[src/rtl/seg_scan_pkg.sv]
// Shared constants and types for the 7-segment scan decoder and its pattern decoder.
// Segment patterns are {g,f,e,d,c,b,a}, active-high.
package seg_scan_pkg;

   localparam logic [6:0] SEG_0 = 7'h3F;
   localparam logic [6:0] SEG_1 = 7'h06;
   localparam logic [6:0] SEG_2 = 7'h5B;
   localparam logic [6:0] SEG_3 = 7'h4F;
   localparam logic [6:0] SEG_4 = 7'h66;
   localparam logic [6:0] SEG_5 = 7'h6D;
   localparam logic [6:0] SEG_6 = 7'h7D;
   localparam logic [6:0] SEG_7 = 7'h07;
   localparam logic [6:0] SEG_8 = 7'h7F;
   localparam logic [6:0] SEG_9 = 7'h6F;
   localparam logic [6:0] SEG_A = 7'h77;
   localparam logic [6:0] SEG_B = 7'h7C;
   localparam logic [6:0] SEG_C = 7'h39;
   localparam logic [6:0] SEG_D = 7'h5E;
   localparam logic [6:0] SEG_E = 7'h79;
   localparam logic [6:0] SEG_F = 7'h71;
   // 6 and 9 drawn without their tail segment
   localparam logic [6:0] SEG_6_NT = 7'h7C;
   localparam logic [6:0] SEG_9_NT = 7'h67;

   localparam logic [3:0] CODE_BLANK = 4'hF;
   localparam logic [3:0] CODE_BAD   = 4'hE;

   typedef enum logic [1:0] {
      S_IDLE,
      S_SETTLE,
      S_HOLD
   } state_e;

   function automatic logic onehot4(input logic [3:0] v);
      return (v != 4'd0) && ((v & (v - 4'd1)) == 4'd0);
   endfunction

   function automatic logic [1:0] oh2idx(input logic [3:0] v);
      logic [1:0] r;
      r = 2'd0;
      for (int i = 0; i < 4; i++)
         if (v[i]) r = 2'(i);
      return r;
   endfunction

endpackage

[src/rtl/seg_scan_decoder_if.sv]
// Display bus (segments, dp, digit select) plus the decoder's published results.
// master = display/bench side, slave = decoder side.
interface seg_scan_decoder_if;
   logic [6:0]  seg_in;
   logic        dp_in;
   logic [3:0]  digit_in;
   logic [15:0] digits_out;
   logic [3:0]  present_out;
   logic [3:0]  dp_out;
   logic        frame_valid;
   logic        frame_changed;
   logic        scan_lost;
   logic        err_multi;
   logic        err_pattern;

   modport master (
      output seg_in, dp_in, digit_in,
      input  digits_out, present_out, dp_out, frame_valid, frame_changed,
             scan_lost, err_multi, err_pattern
   );

   modport slave (
      input  seg_in, dp_in, digit_in,
      output digits_out, present_out, dp_out, frame_valid, frame_changed,
             scan_lost, err_multi, err_pattern
   );
endinterface

[src/rtl/seg7_pattern_decode.sv]
// Combinational 7-segment pattern to 4-bit code. SEG_DECODE_HEX_EN adds A..F;
// with it, 0x7C reads as 'b' rather than a tailless 6.
module seg7_pattern_decode
   import seg_scan_pkg::*;
(
   input  logic [6:0] pat_i,
   output logic [3:0] code_o,
   output logic       bad_o
);
   always_comb begin
      code_o = CODE_BAD;
      bad_o  = 1'b0;
      case (pat_i)
         SEG_0:           code_o = 4'd0;
         SEG_1:           code_o = 4'd1;
         SEG_2:           code_o = 4'd2;
         SEG_3:           code_o = 4'd3;
         SEG_4:           code_o = 4'd4;
         SEG_5:           code_o = 4'd5;
`ifdef SEG_DECODE_HEX_EN
         SEG_6:           code_o = 4'd6;
`else
         SEG_6, SEG_6_NT: code_o = 4'd6;
`endif
         SEG_7:           code_o = 4'd7;
         SEG_8:           code_o = 4'd8;
         SEG_9, SEG_9_NT: code_o = 4'd9;
         7'h00:           code_o = CODE_BLANK;
`ifdef SEG_DECODE_HEX_EN
         SEG_A:           code_o = 4'hA;
         SEG_B:           code_o = 4'hB;
         SEG_C:           code_o = 4'hC;
         SEG_D:           code_o = 4'hD;
         SEG_E:           code_o = 4'hE;
         SEG_F:           code_o = 4'hF;
`endif
         default:         bad_o  = 1'b1;
      endcase
   end
endmodule

[src/rtl/seg_scan_decoder.sv]
// Receive side of the multiplexed 7-segment bus: samples settled digits,
// rebuilds 4-digit frames and publishes a frame once it repeats STABLE_FRAMES times.
module seg_scan_decoder
   import seg_scan_pkg::*;
#(
   parameter int SETTLE         = 2,
   parameter int STABLE_FRAMES  = 2,
   parameter int TIMEOUT        = 1024,
   parameter bit SEG_ACTIVE_LOW = 1'b0,
   parameter bit DIG_ACTIVE_LOW = 1'b0
) (
   input logic               clock,
   input logic               reset,
   seg_scan_decoder_if.slave bus
);
   localparam int            TW       = $clog2(TIMEOUT + 1);
   localparam logic [3:0]    SETTLE_C = 4'(SETTLE);
   localparam logic [2:0]    STABLE_C = 3'(STABLE_FRAMES);
   localparam logic [TW-1:0] TMO_C    = TW'(TIMEOUT);

   logic [6:0]    seg_q, lseg_q, lseg_d;
   logic          dp_q, ldp_q, ldp_d;
   logic [3:0]    dig_q, sel_q, sel_d, cnt_q, cnt_d;
   state_e        state_q, state_d;
   logic [15:0]   fdig_q, fdig_d, pdig_q, pdig_d, dout_q, dout_d, bdig;
   logic [3:0]    fpres_q, fpres_d, ppres_q, ppres_d, pout_q, pout_d, bpres;
   logic [3:0]    fdp_q, fdp_d, pdp_q, pdp_d, dpout_q, dpout_d, bdp;
   logic [2:0]    match_q, match_d;
   logic [TW-1:0] tmo_q, tmo_d;
   logic          fv_q, fv_d, fc_q, fc_d, lost_q, lost_d;
   logic          emulti_q, emulti_d, epat_q, epat_d;
   logic          dig_oh, same, smp, multi, tmo_hit;
   logic [3:0]    dec_code;
   logic          dec_bad;
   logic [1:0]    k;

   seg7_pattern_decode u_dec (.pat_i(seg_q), .code_o(dec_code), .bad_o(dec_bad));

   assign dig_oh = onehot4(dig_q);
   assign same   = (dig_q == sel_q) && (seg_q == lseg_q) && (dp_q == ldp_q);

   // Digit FSM: a digit is sampled once per select period, after it has settled
   always_comb begin
      state_d = state_q;
      sel_d   = sel_q;
      lseg_d  = lseg_q;
      ldp_d   = ldp_q;
      cnt_d   = cnt_q;
      smp     = 1'b0;
      multi   = 1'b0;
      case (state_q)
         S_IDLE: begin
            if (dig_oh) begin
               state_d = S_SETTLE;
               sel_d = dig_q; lseg_d = seg_q; ldp_d = dp_q; cnt_d = 4'd0;
            end else if (dig_q != 4'd0) begin
               multi = 1'b1;
            end
         end
         S_SETTLE: begin
            if (same) begin
               cnt_d = cnt_q + 4'd1;
               if (cnt_d == SETTLE_C) begin
                  smp     = 1'b1;
                  state_d = S_HOLD;
               end
            end else if (dig_oh) begin
               sel_d = dig_q; lseg_d = seg_q; ldp_d = dp_q; cnt_d = 4'd0;
            end else begin
               state_d = S_IDLE;
            end
         end
         S_HOLD: begin
            if (dig_q != sel_q) begin
               if (dig_oh) begin
                  state_d = S_SETTLE;
                  sel_d = dig_q; lseg_d = seg_q; ldp_d = dp_q; cnt_d = 4'd0;
               end else begin
                  state_d = S_IDLE;
               end
            end
         end
         default: state_d = S_IDLE;
      endcase
   end

   // Frame assembly, stability qualification and scan-loss tracking
   always_comb begin
      fdig_d  = fdig_q;  fpres_d = fpres_q; fdp_d   = fdp_q;
      pdig_d  = pdig_q;  ppres_d = ppres_q; pdp_d   = pdp_q;
      dout_d  = dout_q;  pout_d  = pout_q;  dpout_d = dpout_q;
      bdig    = fdig_q;  bpres   = fpres_q; bdp     = fdp_q;
      match_d = match_q;
      fv_d    = 1'b0;
      fc_d    = 1'b0;
      lost_d  = lost_q;
      k       = oh2idx(sel_q);
      emulti_d = emulti_q | multi;
      epat_d   = epat_q | (smp & dec_bad);
      tmo_hit  = !dig_oh && (tmo_q == TMO_C - TW'(1));
      if (dig_oh)             tmo_d = '0;
      else if (tmo_q != TMO_C) tmo_d = tmo_q + TW'(1);
      else                     tmo_d = tmo_q;

      // Timeout takes priority over a coincident frame closure
      if (tmo_hit) begin
         lost_d  = 1'b1;
         fdig_d  = {4{CODE_BLANK}};
         fpres_d = 4'd0;
         fdp_d   = 4'd0;
         match_d = 3'd0;
      end else if (smp) begin
         lost_d = 1'b0;
         if (fpres_q[k]) begin
            if (match_q != 3'd0 && fdig_q == pdig_q && fpres_q == ppres_q && fdp_q == pdp_q)
               match_d = (match_q == STABLE_C) ? match_q : match_q + 3'd1;
            else
               match_d = 3'd1;
            pdig_d = fdig_q; ppres_d = fpres_q; pdp_d = fdp_q;
            if (match_d == STABLE_C) begin
               dout_d  = fdig_q;
               pout_d  = fpres_q;
               dpout_d = fdp_q;
               fv_d    = 1'b1;
               fc_d    = (fdig_q != dout_q) || (fpres_q != pout_q) || (fdp_q != dpout_q);
            end
            bdig  = {4{CODE_BLANK}};
            bpres = 4'd0;
            bdp   = 4'd0;
         end
         fdig_d               = bdig;
         fdig_d[{k, 2'b00} +: 4] = dec_code;
         fpres_d              = bpres;
         fpres_d[k]           = 1'b1;
         fdp_d                = bdp;
         fdp_d[k]             = dp_q;
      end
   end

   always_ff @(posedge clock) begin
      if (reset) begin
         seg_q <= '0; dp_q <= 1'b0; dig_q <= '0;
         state_q <= S_IDLE; sel_q <= '0; lseg_q <= '0; ldp_q <= 1'b0; cnt_q <= '0;
         fdig_q <= {4{CODE_BLANK}}; fpres_q <= '0; fdp_q <= '0;
         pdig_q <= {4{CODE_BLANK}}; ppres_q <= '0; pdp_q <= '0;
         dout_q <= {4{CODE_BLANK}}; pout_q <= '0; dpout_q <= '0;
         match_q <= '0; tmo_q <= '0;
         fv_q <= 1'b0; fc_q <= 1'b0; lost_q <= 1'b0; emulti_q <= 1'b0; epat_q <= 1'b0;
      end else begin
         seg_q <= SEG_ACTIVE_LOW ? ~bus.seg_in   : bus.seg_in;
         dp_q  <= SEG_ACTIVE_LOW ? ~bus.dp_in    : bus.dp_in;
         dig_q <= DIG_ACTIVE_LOW ? ~bus.digit_in : bus.digit_in;
         state_q <= state_d; sel_q <= sel_d; lseg_q <= lseg_d; ldp_q <= ldp_d; cnt_q <= cnt_d;
         fdig_q <= fdig_d; fpres_q <= fpres_d; fdp_q <= fdp_d;
         pdig_q <= pdig_d; ppres_q <= ppres_d; pdp_q <= pdp_d;
         dout_q <= dout_d; pout_q <= pout_d; dpout_q <= dpout_d;
         match_q <= match_d; tmo_q <= tmo_d;
         fv_q <= fv_d; fc_q <= fc_d; lost_q <= lost_d; emulti_q <= emulti_d; epat_q <= epat_d;
      end
   end

   assign bus.digits_out    = dout_q;
   assign bus.present_out   = pout_q;
   assign bus.dp_out        = dpout_q;
   assign bus.frame_valid   = fv_q;
   assign bus.frame_changed = fc_q;
   assign bus.scan_lost     = lost_q;
   assign bus.err_multi     = emulti_q;
   assign bus.err_pattern   = epat_q;
endmodule

[src/flat_wrapper.sv]
// flat-port wrapper written by rule: the top's interface ports become plain ports
module seg_scan_decoder_flat import seg_scan_pkg::*;
#(
   parameter int SETTLE         = 2,
   parameter int STABLE_FRAMES  = 2,
   parameter int TIMEOUT        = 1024,
   parameter bit SEG_ACTIVE_LOW = 1'b0,
   parameter bit DIG_ACTIVE_LOW = 1'b0
)
  (clock, reset, bus_seg_in, bus_dp_in, bus_digit_in, bus_digits_out, bus_present_out, bus_dp_out, bus_frame_valid, bus_frame_changed, bus_scan_lost, bus_err_multi, bus_err_pattern);
  seg_scan_decoder_if bus_i ();
  input logic clock;
  input logic reset;
  input wire logic [$bits(bus_i.seg_in)-1:0] bus_seg_in;
  input wire logic [$bits(bus_i.dp_in)-1:0] bus_dp_in;
  input wire logic [$bits(bus_i.digit_in)-1:0] bus_digit_in;
  output wire logic [$bits(bus_i.digits_out)-1:0] bus_digits_out;
  output wire logic [$bits(bus_i.present_out)-1:0] bus_present_out;
  output wire logic [$bits(bus_i.dp_out)-1:0] bus_dp_out;
  output wire logic [$bits(bus_i.frame_valid)-1:0] bus_frame_valid;
  output wire logic [$bits(bus_i.frame_changed)-1:0] bus_frame_changed;
  output wire logic [$bits(bus_i.scan_lost)-1:0] bus_scan_lost;
  output wire logic [$bits(bus_i.err_multi)-1:0] bus_err_multi;
  output wire logic [$bits(bus_i.err_pattern)-1:0] bus_err_pattern;
  assign bus_i.seg_in = bus_seg_in;
  assign bus_i.dp_in = bus_dp_in;
  assign bus_i.digit_in = bus_digit_in;
  assign bus_digits_out = bus_i.digits_out;
  assign bus_present_out = bus_i.present_out;
  assign bus_dp_out = bus_i.dp_out;
  assign bus_frame_valid = bus_i.frame_valid;
  assign bus_frame_changed = bus_i.frame_changed;
  assign bus_scan_lost = bus_i.scan_lost;
  assign bus_err_multi = bus_i.err_multi;
  assign bus_err_pattern = bus_i.err_pattern;
  seg_scan_decoder #(.SETTLE(SETTLE), .STABLE_FRAMES(STABLE_FRAMES), .TIMEOUT(TIMEOUT), .SEG_ACTIVE_LOW(SEG_ACTIVE_LOW), .DIG_ACTIVE_LOW(DIG_ACTIVE_LOW)) u_core (.clock(clock), .reset(reset), .bus(bus_i));
endmodule
[config.mk]
export PLATFORM = sky130hd
export DESIGN_NAME = seg_scan_decoder_flat
export DESIGN_NICKNAME = d
export VERILOG_FILES = /design/src/rtl/seg_scan_pkg.sv /design/src/rtl/seg_scan_decoder_if.sv /design/src/rtl/seg7_pattern_decode.sv /design/src/rtl/seg_scan_decoder.sv /design/src/flat_wrapper.sv
export SDC_FILE = /design/constraint.sdc
export NUM_CORES = 1
export LEC_CHECK = 0
export CELL_PAD_IN_SITES_DETAIL_PLACEMENT = 0
export CELL_PAD_IN_SITES_GLOBAL_PLACEMENT = 2
export CORE_ASPECT_RATIO = 0.75
export CORE_MARGIN = 4
export CORE_UTILIZATION = 40
export DETAILED_ROUTE_END_ITERATION = 12
export PLACE_DENSITY = 0.95
export SLEW_MARGIN = 0
export SYNTH_ARGS = -nofsm -noshare
export SYNTH_HDL_FRONTEND = slang
export SYNTH_SLANG_ARGS = --single-unit
[constraint.sdc]
create_clock -name clock -period 4.35 [get_ports clock]
set_input_delay 0.87 -clock clock [delete_from_list [all_inputs] [get_ports clock]]
set_output_delay 0.87 -clock clock [all_outputs]
set_load 0.1 [all_outputs]
=== Yosys cells after proc, flatten, opt, wreduce, memory -nomap -nowiden ===
Index checks and enable logic that the tools add are counted.

* Add/subtract/negate cells: 5
* Order comparisons: 2
* Eq/ne operators: 34
* Shift operators: 2
* Muxes and demuxes: 57
* Bitwise operators: 9
* Reductions and logical operators: 31

{| class="wikitable"
|+ Operator list
! operator !! count
|-
| $eq 7x7->1 const B || 9
|-
| $mux 16 || 3
|-
| $mux 4 || 12
|-
| $pmux 4 s11 || 1
|-
| $pmux 4 s3 || 2
|-
| $mux 7 || 3
|-
| $pmux 7 s3 || 1
|-
| $mux 1 || 17
|-
| $bwmux 16 || 1
|-
| $eq 16x16->1 || 1
|-
| $ne 16x16->1 || 1
|-
| $shift 4x6->16 const A || 1
|-
| $shiftx 4x6->16 || 1
|-
| $mux 3 || 5
|-
| $eq 7x3->1 const B || 2
|-
| $mux 2 || 7
|-
| $reduce_or 13->1 || 1
|-
| $eq 4x4->1 || 3
|-
| $ne 4x4->1 || 3
|-
| $add 11x1->11 const B || 1
|-
| $eq 11x10->1 const B || 1
|-
| $ne 11x11->1 const B || 1
|-
| $logic_and 1x1->1 || 8
|-
| $reduce_and 4->1 || 2
|-
| other kinds (39) || 53
|}

* Register bits: 121
* Bits of input ports: 14
* Output and inout bits: 29

=== Logic depth before layout (Yosys ltp) ===
Gate-level depths: netlist (run 1).

* Word-level depth: 11
* Gate-level depth with buffers: 9
* Mapped depth without buffers: 8

=== Cells and area by module ===
A second synthesis (run 1) with hierarchy kept.

* Cell total of the unflattened synthesis: 667
* Area, all modules: 6117.1 µm²

{| class="wikitable"
|+ Modules (own cells, without submodules)
! module !! instances !! cells each !! area an instance (µm²)
|-
| seg_scan_decoder || 1 || 620 || 5749.3
|-
| seg7_pattern_decode || 1 || 47 || 367.9
|}

=== Least setup slack after synthesis (run 1) ===
Ideal clock, no wire load.

* Path kind: reg-to-reg
* Start point: reg u_core.match_q[0]
* End point: reg u_core.dpout_q[1] (netlist: u_core.bus.dp_out[1])
* Library setup time: 116 ps
* Data arrival time: 2252 ps
* Required time: 4234 ps
* Path slack: 1982 ps
* Stages on the path, launching flop included: 10
* Period minus slack after synthesis: 2368 ps
* Cells stage by stage: dfxtp_1 inv_1 ha_1 nand2_1 o32a_1 o22a_1 nor3_2 clkbuf_1 a21oi_1 a41o_1

* Longest elaborated chain between the ends: 10
* Elaborated cells between the ends (all ways): 13
* Those cells by class: add/sub: 1; eq/ne: 2; mux: 5; reduce/logical: 5

{| class="wikitable"
|+ RTL lines
! item !! RTL line !! source
|-
| start: declaration || seg_scan_decoder.sv:28 || <nowiki>logic [2:0] match_q, match_d;</nowiki>
|-
| start signal: assignment || seg_scan_decoder.sv:157 || <nowiki>match_q <= match_d; tmo_q <= tmo_d;</nowiki>
|-
| parallel branches: the longest is 4 deep, another holds $add 3x1->3 || -- ||
|-
| $mux 3 * || seg_scan_decoder.sv:115 || <nowiki>if (match_q != 3'd0 && fdig_q == pdig_q && fpres_q == ppres_q && fdp_q == pdp_q)</nowiki>
|-
| $mux 3 * || seg_scan_decoder.sv:114 || <nowiki>if (fpres_q[k]) begin</nowiki>
|-
| $mux 3 * || seg_scan_decoder.sv:112 || <nowiki>end else if (smp) begin</nowiki>
|-
| $mux 3 * || seg_scan_decoder.sv:106 || <nowiki>if (tmo_hit) begin</nowiki>
|-
| $eq 3x2->1 * || seg_scan_decoder.sv:120 || <nowiki>if (match_d == STABLE_C) begin</nowiki>
|-
| $reduce_and 4->1 (no source line) * || -- ||
|-
| end signal: assignment || seg_scan_decoder.sv:156 || <nowiki>dout_q <= dout_d; pout_q <= pout_d; dpout_q <= dpout_d;</nowiki>
|-
| end: declaration || seg_scan_decoder.sv:27 || <nowiki>logic [3:0] fdp_q, fdp_d, pdp_q, pdp_d, dpout_q, dpout_d, bdp;</nowiki>
|}

Mark *: on every way between the ends. The select of a mux whose other input is x is not followed.
A chain may end at the register's enable or synchronous reset.

=== Worst setup path after layout (run 1) ===
* Start point: reg u_core.seg_q[4]
* End point: reg u_core.dout_q[8] (netlist: u_core.bus.digits_out[8])

* Longest elaborated chain between the ends: 6

{| class="wikitable"
|+ RTL lines
! item !! RTL line !! source
|-
| start: declaration || seg_scan_decoder.sv:21 || <nowiki>logic [6:0] seg_q, lseg_q, lseg_d;</nowiki>
|-
| start signal: assignment || seg_scan_decoder.sv:150 || <nowiki>seg_q <= SEG_ACTIVE_LOW ? ~bus.seg_in : bus.seg_in;</nowiki>
|-
| $eq 7x7->1 || seg_scan_decoder.sv:40 || <nowiki>assign same = (dig_q == sel_q) && (seg_q == lseg_q) && (dp_q == ldp_q);</nowiki>
|-
| $logic_and 1x1->1 (2 in a row) || seg_scan_decoder.sv:40 ||
|-
| $mux 1 || seg_scan_decoder.sv:61 || <nowiki>if (same) begin</nowiki>
|-
| $mux 1 || seg_scan_decoder.sv:51 || <nowiki>case (state_q)</nowiki>
|-
| $reduce_and 4->1 (no source line) || -- ||
|-
| end signal: assignment || seg_scan_decoder.sv:156 ||
|-
| end: declaration || seg_scan_decoder.sv:25 || <nowiki>logic [15:0] fdig_q, fdig_d, pdig_q, pdig_d, dout_q, dout_d, bdig;</nowiki>
|}

Every way passes these cells.

==> results.toml, run 1 <==
[placed_design]
io_buffers = 42
postPlaceCellArea_mm2 = 0.00654
dp_hpwl_um = 10800
gp_congestion = 0.858
dpl.cell_count = 882

[drt]
m1WireLength_um = 7330
routed.top_layer = "met4"
ant_nets = 0
met2_length_um = 6480
vias_per_cell = 5.39
drt-pass1-iter-count = 5
num_vias = 4928
wl_per_cell_um = 16.2
wl_met3_um = 856
drc = 0
totalWireLength_um = 14800
drt_iter0_drc = 430

[layout]
syn_to_final_growth_pct = 19.6
utilization_pct = 49.2
final_cells = 914
drive_gt1_share_pct = 7.84
nets = 727
final_cell_area_mm2 = 0.00718
antennaDiodeCount = 0

[critical_path]
slowest_delay_ns = 0.56
worst_path_max_delay_cell = "dfxtp_1"
crit_type = "reg2reg"
cp.arrival_ns = 3.28
cpLargestDelayFamily = "simple AND/OR/NAND/NOR gates"
critPathRequiredTime_ns = 4.64
worstSetupEndpointType = "flop"
critPathMaxFanout = 41
critPathBufInv = 1
worstSetupStartpointType = "flop"
crit_chain = "xor2_1 -> nor4_2 -> nand4_2 -> nor4_4 -> buf_4 -> nand2_4 -> mux2i_1"

[power_and_ir_drop]
power_density_mw_per_mm2 = 395
ir_drop_mv = 0.271
seq_power_share_pct = 40.6
p_sw_mw = 0.661
swShare_pct = 23.3
p_leak_nw = 2.88
p_int_mw = 2.17
clock_power_share_pct = 53.1
p_total_mw = 2.83
combPwrFrac_pct = 6.3

[clocking]
clock_sinks = 121
hold_buffers = 0
clk_pin_slew_worst_paths_ns = 0.06
cts_setup_buffers = 0
htreeDepth = 4
cts_resized = 0
cts_made_buffers = 17
cts_root_buf = "clkbuf_16"
cts_tree = "yes"
clk_latency_ns = 0.42
cts_buffer_depth = 2

[global_routing]
grt_pass1_vias = 4599
antenna_found_initial = 0
grt_pass1_wl_um = 24400
grtUsageTotal_pct = 18.1
grt_max_degree = 60
grt_overflow_total = 0

[yosys]
muxShareOfSynthArea_pct = 9.39
yosys.area_share.simple_pct = 21.5
yosysTopAreaCell = "dfxtp_1"
post_synth_num_cell_types = 63
synthCells = 671
synth_area_mm2 = 0.00600
synth-edff-count = 0
yosys_warnings = 0
synth_compound_area_share_pct = 11.8
synthTopCellsByArea = "dfxtp_1 40%, mux2i_1 9.0%, xor2_1 7.2%, nor2_1 5.8%, xnor2_1 3.2%"
ys_ff_latch = 121
synth-adder-area-share_pct = 2.84
seq_area_frac_synth_pct = 40.4
synth_common_cells = "121 x dfxtp_1, 93 x nor2_1, 54 x mux2i_1"
avgSynthCellArea_um2 = 8.94
syn-num-nets = 697
async_flop_share_pct = 0
netlist.area_leader.share_pct = 40.4
synth-xor-area-share_pct = 10.4
synth_top_family_by_area = "simple AND/OR/NAND/NOR gates"
ys.flop_type = "dfxtp_1"
synth_most_common_cell = "dfxtp_1"

[floorplan]
dieArea_mm2 = 0.0170
rows = 38
die_y_um = 114
initial_core_util_pct = 41.1
io_pins = 43
die_w_um = 149
core_mm2 = 0.0146

[timing]
slew_headroom_pct = 25.6
skew_ns = 0.0124
max_freq_ghz = 0.335
finalHoldViolCount = 0
setup_viol_count_final = 0
rsz0062_at_grt = "no"
worstMarginPinSlew_ns = 1.11
period_share_pct = 68.7
finalSetupTns_ns = 0
fin_crit_ns = 2.99
drv_slew = 0

[hold_path]
min_path_type = "reg2reg"

[run_status]
outcome = "finished, final reports clean"

[job]
drv_cap = 0
worst paths after layout:
path	start	end	slack [ns]	cells after the start
max reg2reg	u_core.seg_q[4]$_SDFF_PP0_	u_core.bus.digits_out[8]$_SDFFE_PP1P_	1.36	7
max	u_core.seg_q[4]$_SDFF_PP0_	u_core.bus.digits_out[8]$_SDFFE_PP1P_	1.36	7
min reg2reg	u_core.bus.err_multi$_SDFF_PP0_	u_core.bus.err_multi$_SDFF_PP0_	0.47	2
min	u_core.bus.err_multi$_SDFF_PP0_	u_core.bus.err_multi$_SDFF_PP0_	0.47	2
cells by family (layout without fill, tap and decap cells):
group | count (synthesis) | after routing
AND/OR/NAND/NOR | 257 | 257
flip-flops | 121 | 121
AO/OA/AOI/OAI | 100 | 100
XOR/XNOR | 71 | 71
multiplexers | 56 | 56
buffers and inverters | 52 | 95
adder cells (fa/ha/maj) | 14 | 14
cell usage in the layout, fill, tap and decap left out, drive strengths merged, types with 4 or more instances in the layout:
cell type        n
xnor2           22
nand4           12
ha              12
nor2            93
o2111ai          4
o21ai           13
nor2b           17
a41o             9
nand3b           4
and2             4
xor2            49
a31oi            7
dfxtp          121
clkinv           5
nand3           26
and3             7
o32ai            5
nand2           45
inv             17
buf              7
clkdlybuf4s50   41
a21oi           30
clkbuf          18
mux2i           54
o31a             5
bufinv           4
nor4            17
nor3            21
a211oi           5
metrics by stage:
step	hold WS (ns)	setup WS, ns
after floorplan	0.462	1.98
after global placement	0.461	1.51
after detailed placement	0.467	1.39
after CTS	0.476	1.41
after global routing	0.501	1.16
final	0.468	1.36
power groups by stage:
stage / registers (mW) / clock network, mW / logic (mW)
after global routing: 1.15 / 1.58 / 0.198
after CTS: 1.15 / 1.53 / 0.179
after floorplan: 1.16 / 0 / 0.140
after detailed placement: 1.17 / 0 / 0.179
after global placement: 1.17 / 0 / 0.177
final: 1.15 / 1.50 / 0.180
layout make-up:
| type | count | area, um^2 |
|---|---|---|
| clock inverters | 14 | 196 |
| clock buffers | 18 | 439 |
| repair buffers | 48 | 460 |
| fillers | 1344 | 7420 |
| inverters | 15 | 56.3 |
| flip-flops and latches | 121 | 2420 |
| well taps | 200 | 250 |
| multi-input cells | 498 | 3350 |
flip-flops by register name, indices dropped and copies added, names as in the netlist, 2 cells and up:
| signal | cells |
|---|---|
| u_core.bus.digits_out | 16 |
| u_core.bus.dp_out | 4 |
| u_core.bus.present_out | 4 |
| u_core.cnt_q | 4 |
| u_core.dig_q | 4 |
| u_core.fdig_q | 16 |
| u_core.fdp_q | 4 |
| u_core.fpres_q | 4 |
| u_core.lseg_q | 7 |
| u_core.match_q | 3 |
| u_core.pdig_q | 16 |
| u_core.pdp_q | 4 |
| u_core.ppres_q | 4 |
| u_core.seg_q | 7 |
| u_core.sel_q | 4 |
| u_core.state_q | 2 |
| u_core.tmo_q | 11 |
tightest hold or removal path: stages, from the launching register on:
cell and delay, ns:
dfxtp_1 0.32, nor2_1 0.04, nor2_1 0.07
per-layer routing:
metal / GRT usage (%) / vias up
met5: 0 / -
met4: 5.30 / 0
met3: 3.76 / 17
met2: 27.4 / 135
met1: 26.1 / 2344
li1: - / 2432
(Power assumes the default switching activity.)
==> run 2, diff against run 1 <==
- CORE_UTILIZATION: 40 -> 33
- PLACE_DENSITY: 0.95 -> 0.87
- clock period: 4.35 -> 2.4 ns (I/O delays scaled with it)
==> results.toml, run 2 (synthesis gave the netlist of run 1 again) <==
[clocking]
clock_sinks = 121
cts_buffer_depth = 2
cts_tree = "yes"
clk_latency_ns = 0.43
cts_root_buf = "clkbuf_16"
cts_made_buffers = 17
hold_buffers = 0
htreeDepth = 4
clk_pin_slew_worst_paths_ns = 0.06

[global_routing]
grt_pass1_vias = 4757
grtUsageTotal_pct = 15.8
grt_busiest_layer = "met1"
grt_pass1_wl_um = 25400
grt_max_degree = 42
antenna_found_initial = 0
grt_overflow_total = 0
use_met1_pct = 22.8
grt_util_met3_pct = 5.16
met2_usage_pct = 22.2

[drt]
vias_per_cell = 5.14
drt-pass1-iter-count = 5
num_vias = 5161
wl_per_cell_um = 15.9
drc = 0
drt_iter0_drc = 377
totalWireLength_um = 16000
ant_nets = 0

[timing]
setup_viol_count_final = 0
drv_slew = 0
slew_headroom_pct = 44.7
skew_ns = 0.0119
worstMarginPinSlew_ns = 0.825
period_share_pct = 94.6
finalSetupTns_ns = 0
rsz0062_at_grt = "no"
finalHoldViolCount = 0
fin_crit_ns = 2.27
max_freq_ghz = 0.441

[placed_design]
postPlaceCellArea_mm2 = 0.00691
gp_congestion = 0.903
io_buffers = 42
dp_hpwl_um = 12000

[hold_path]
min-delay-start = "u_core.bus.err_multi$_SDFF_PP0_"
min_path_type = "reg2reg"

[layout]
final_common_cell = "dfxtp_1"
n_fill_cell = 1777
syn_to_final_growth_pct = 25.3
utilization_pct = 42.3
multi_input_area_mm2 = 0.00338
antennaDiodeCount = 0
final_cell_area_mm2 = 0.00752
nets = 776
drive_gt1_share_pct = 18.0
ff_latch_area_mm2 = 0.00242
mostFrequentLayoutCells = "119 x dfxtp_1, 93 x nor2_1, 81 x buf_4"

[critical_path]
crit_start = "u_core.fpres_q[1]$_SDFFE_PP0P_"
worstSetupEndpointType = "flop"
critPathMaxFanout = 41
crit_type = "reg2reg"
timing.rr.start = "u_core.fpres_q[1]$_SDFFE_PP0P_"
critPathRequiredTime_ns = 2.70
crit_end = "u_core.bus.digits_out[2]$_SDFFE_PP1P_"
cp.arrival_ns = 2.57
worstSetupStartpointType = "flop"
reg2reg_to = "u_core.bus.digits_out[2]$_SDFFE_PP1P_"
rrSetupSlack_ns = 0.13
reg2reg_depth = 7

[floorplan]
rows = 42
dieArea_mm2 = 0.0204
io_pins = 43
initial_core_util_pct = 33.8
core_mm2 = 0.0178
die_y_um = 125
die_w_um = 164

[run_status]
outcome = "finished, final reports clean"

[power_and_ir_drop]
p_leak_nw = 3.10
p_sw_mw = 1.23
clock_power_share_pct = 49.9
power_density_mw_per_mm2 = 649
seq_power_share_pct = 42.5
p_total_mw = 4.88
combPwrFrac_pct = 7.6
swShare_pct = 25.1
p_int_mw = 3.65
ir_drop_mv = 0.370

[job]
drv_cap = 0
## run 2: cell types whose count changed in the layout (fill, tap and decap cells not counted), sizes merged
| cell | delta |
|---|---|
| buf | +77 |
| bufinv | -3 |
| clkbuf | +3 |
| clkdlybuf4s50 | -29 |
| clkinv | -1 |
| inv | +2 |
## run 2: what timing repair did
item	4_1_cts	5_1_grt
buffers inserted	0	1
hold endpoints to repair	0	0
resized for setup	0	9
endpoints found under the setup margin	0	48
## run 2: how the worst min path moves through the flow
stage,to,cells past startpoint
2_1_floorplan,u_core.pdig_q[0]$_SDFFE_PP1P_,2
3_3_place_gp,u_core.bus.err_multi$_SDFF_PP0_,2
3_5_place_dp,u_core.bus.err_multi$_SDFF_PP0_,2
4_1_cts,u_core.bus.err_multi$_SDFF_PP0_,2
5_1_grt,u_core.bus.err_multi$_SDFF_PP0_,2
6_report,u_core.bus.err_multi$_SDFF_PP0_,2
## run 2: power groups by stage
stage | Clock (mW) | Sequential [mW] | Combinational, mW
after floorplan | 0 | 2.11 | 0.253
after global placement | 0 | 2.11 | 0.360
after detailed placement | 0 | 2.12 | 0.365
after CTS | 2.49 | 2.07 | 0.366
after global routing | 2.58 | 2.08 | 0.406
final | 2.43 | 2.07 | 0.370
## run 2: per-stage QoR
step	cells	worst slack [ns]	hold slack, ns
detailed placement	972	0.0118	0.478
global placement	972	0.0853	0.465
finish	1005	0.130	0.485
CTS	1004	0.0112	0.492
global route	1005	0.00446	0.509
floorplan	671	0.0317	0.462
## run 2: layout make-up
cell class / instances / area share, %
Timing Repair Buffer: 97 / 10.5
Tap cell: 242 / 4.03
Clock buffer: 20 / 5.94
Clock inverter: 12 / 1.53
Multi-Input combinational cell: 498 / 45.0
Sequential cell: 121 / 32.3
Inverter: 15 / 0.749
## run 2: layer usage
layer | routed length [um] | part of all wire [%]
met1 | 7830 | 49
met2 | 6640 | 42
met3 | 1250 | 7.8
met4 | 250 | 1.6
met5 | 0 | 0
## run 2: worst max-delay path, stage by stage, from the launching register on
cell and delay [ns]:
dfxtp_1 0.43, mux2i_1 0.11, a211oi_1 0.41, nor2_1 0.21
nor4_4 0.29, clkbuf_16 0.32, nand2_8 0.17, mux2i_1 0.16
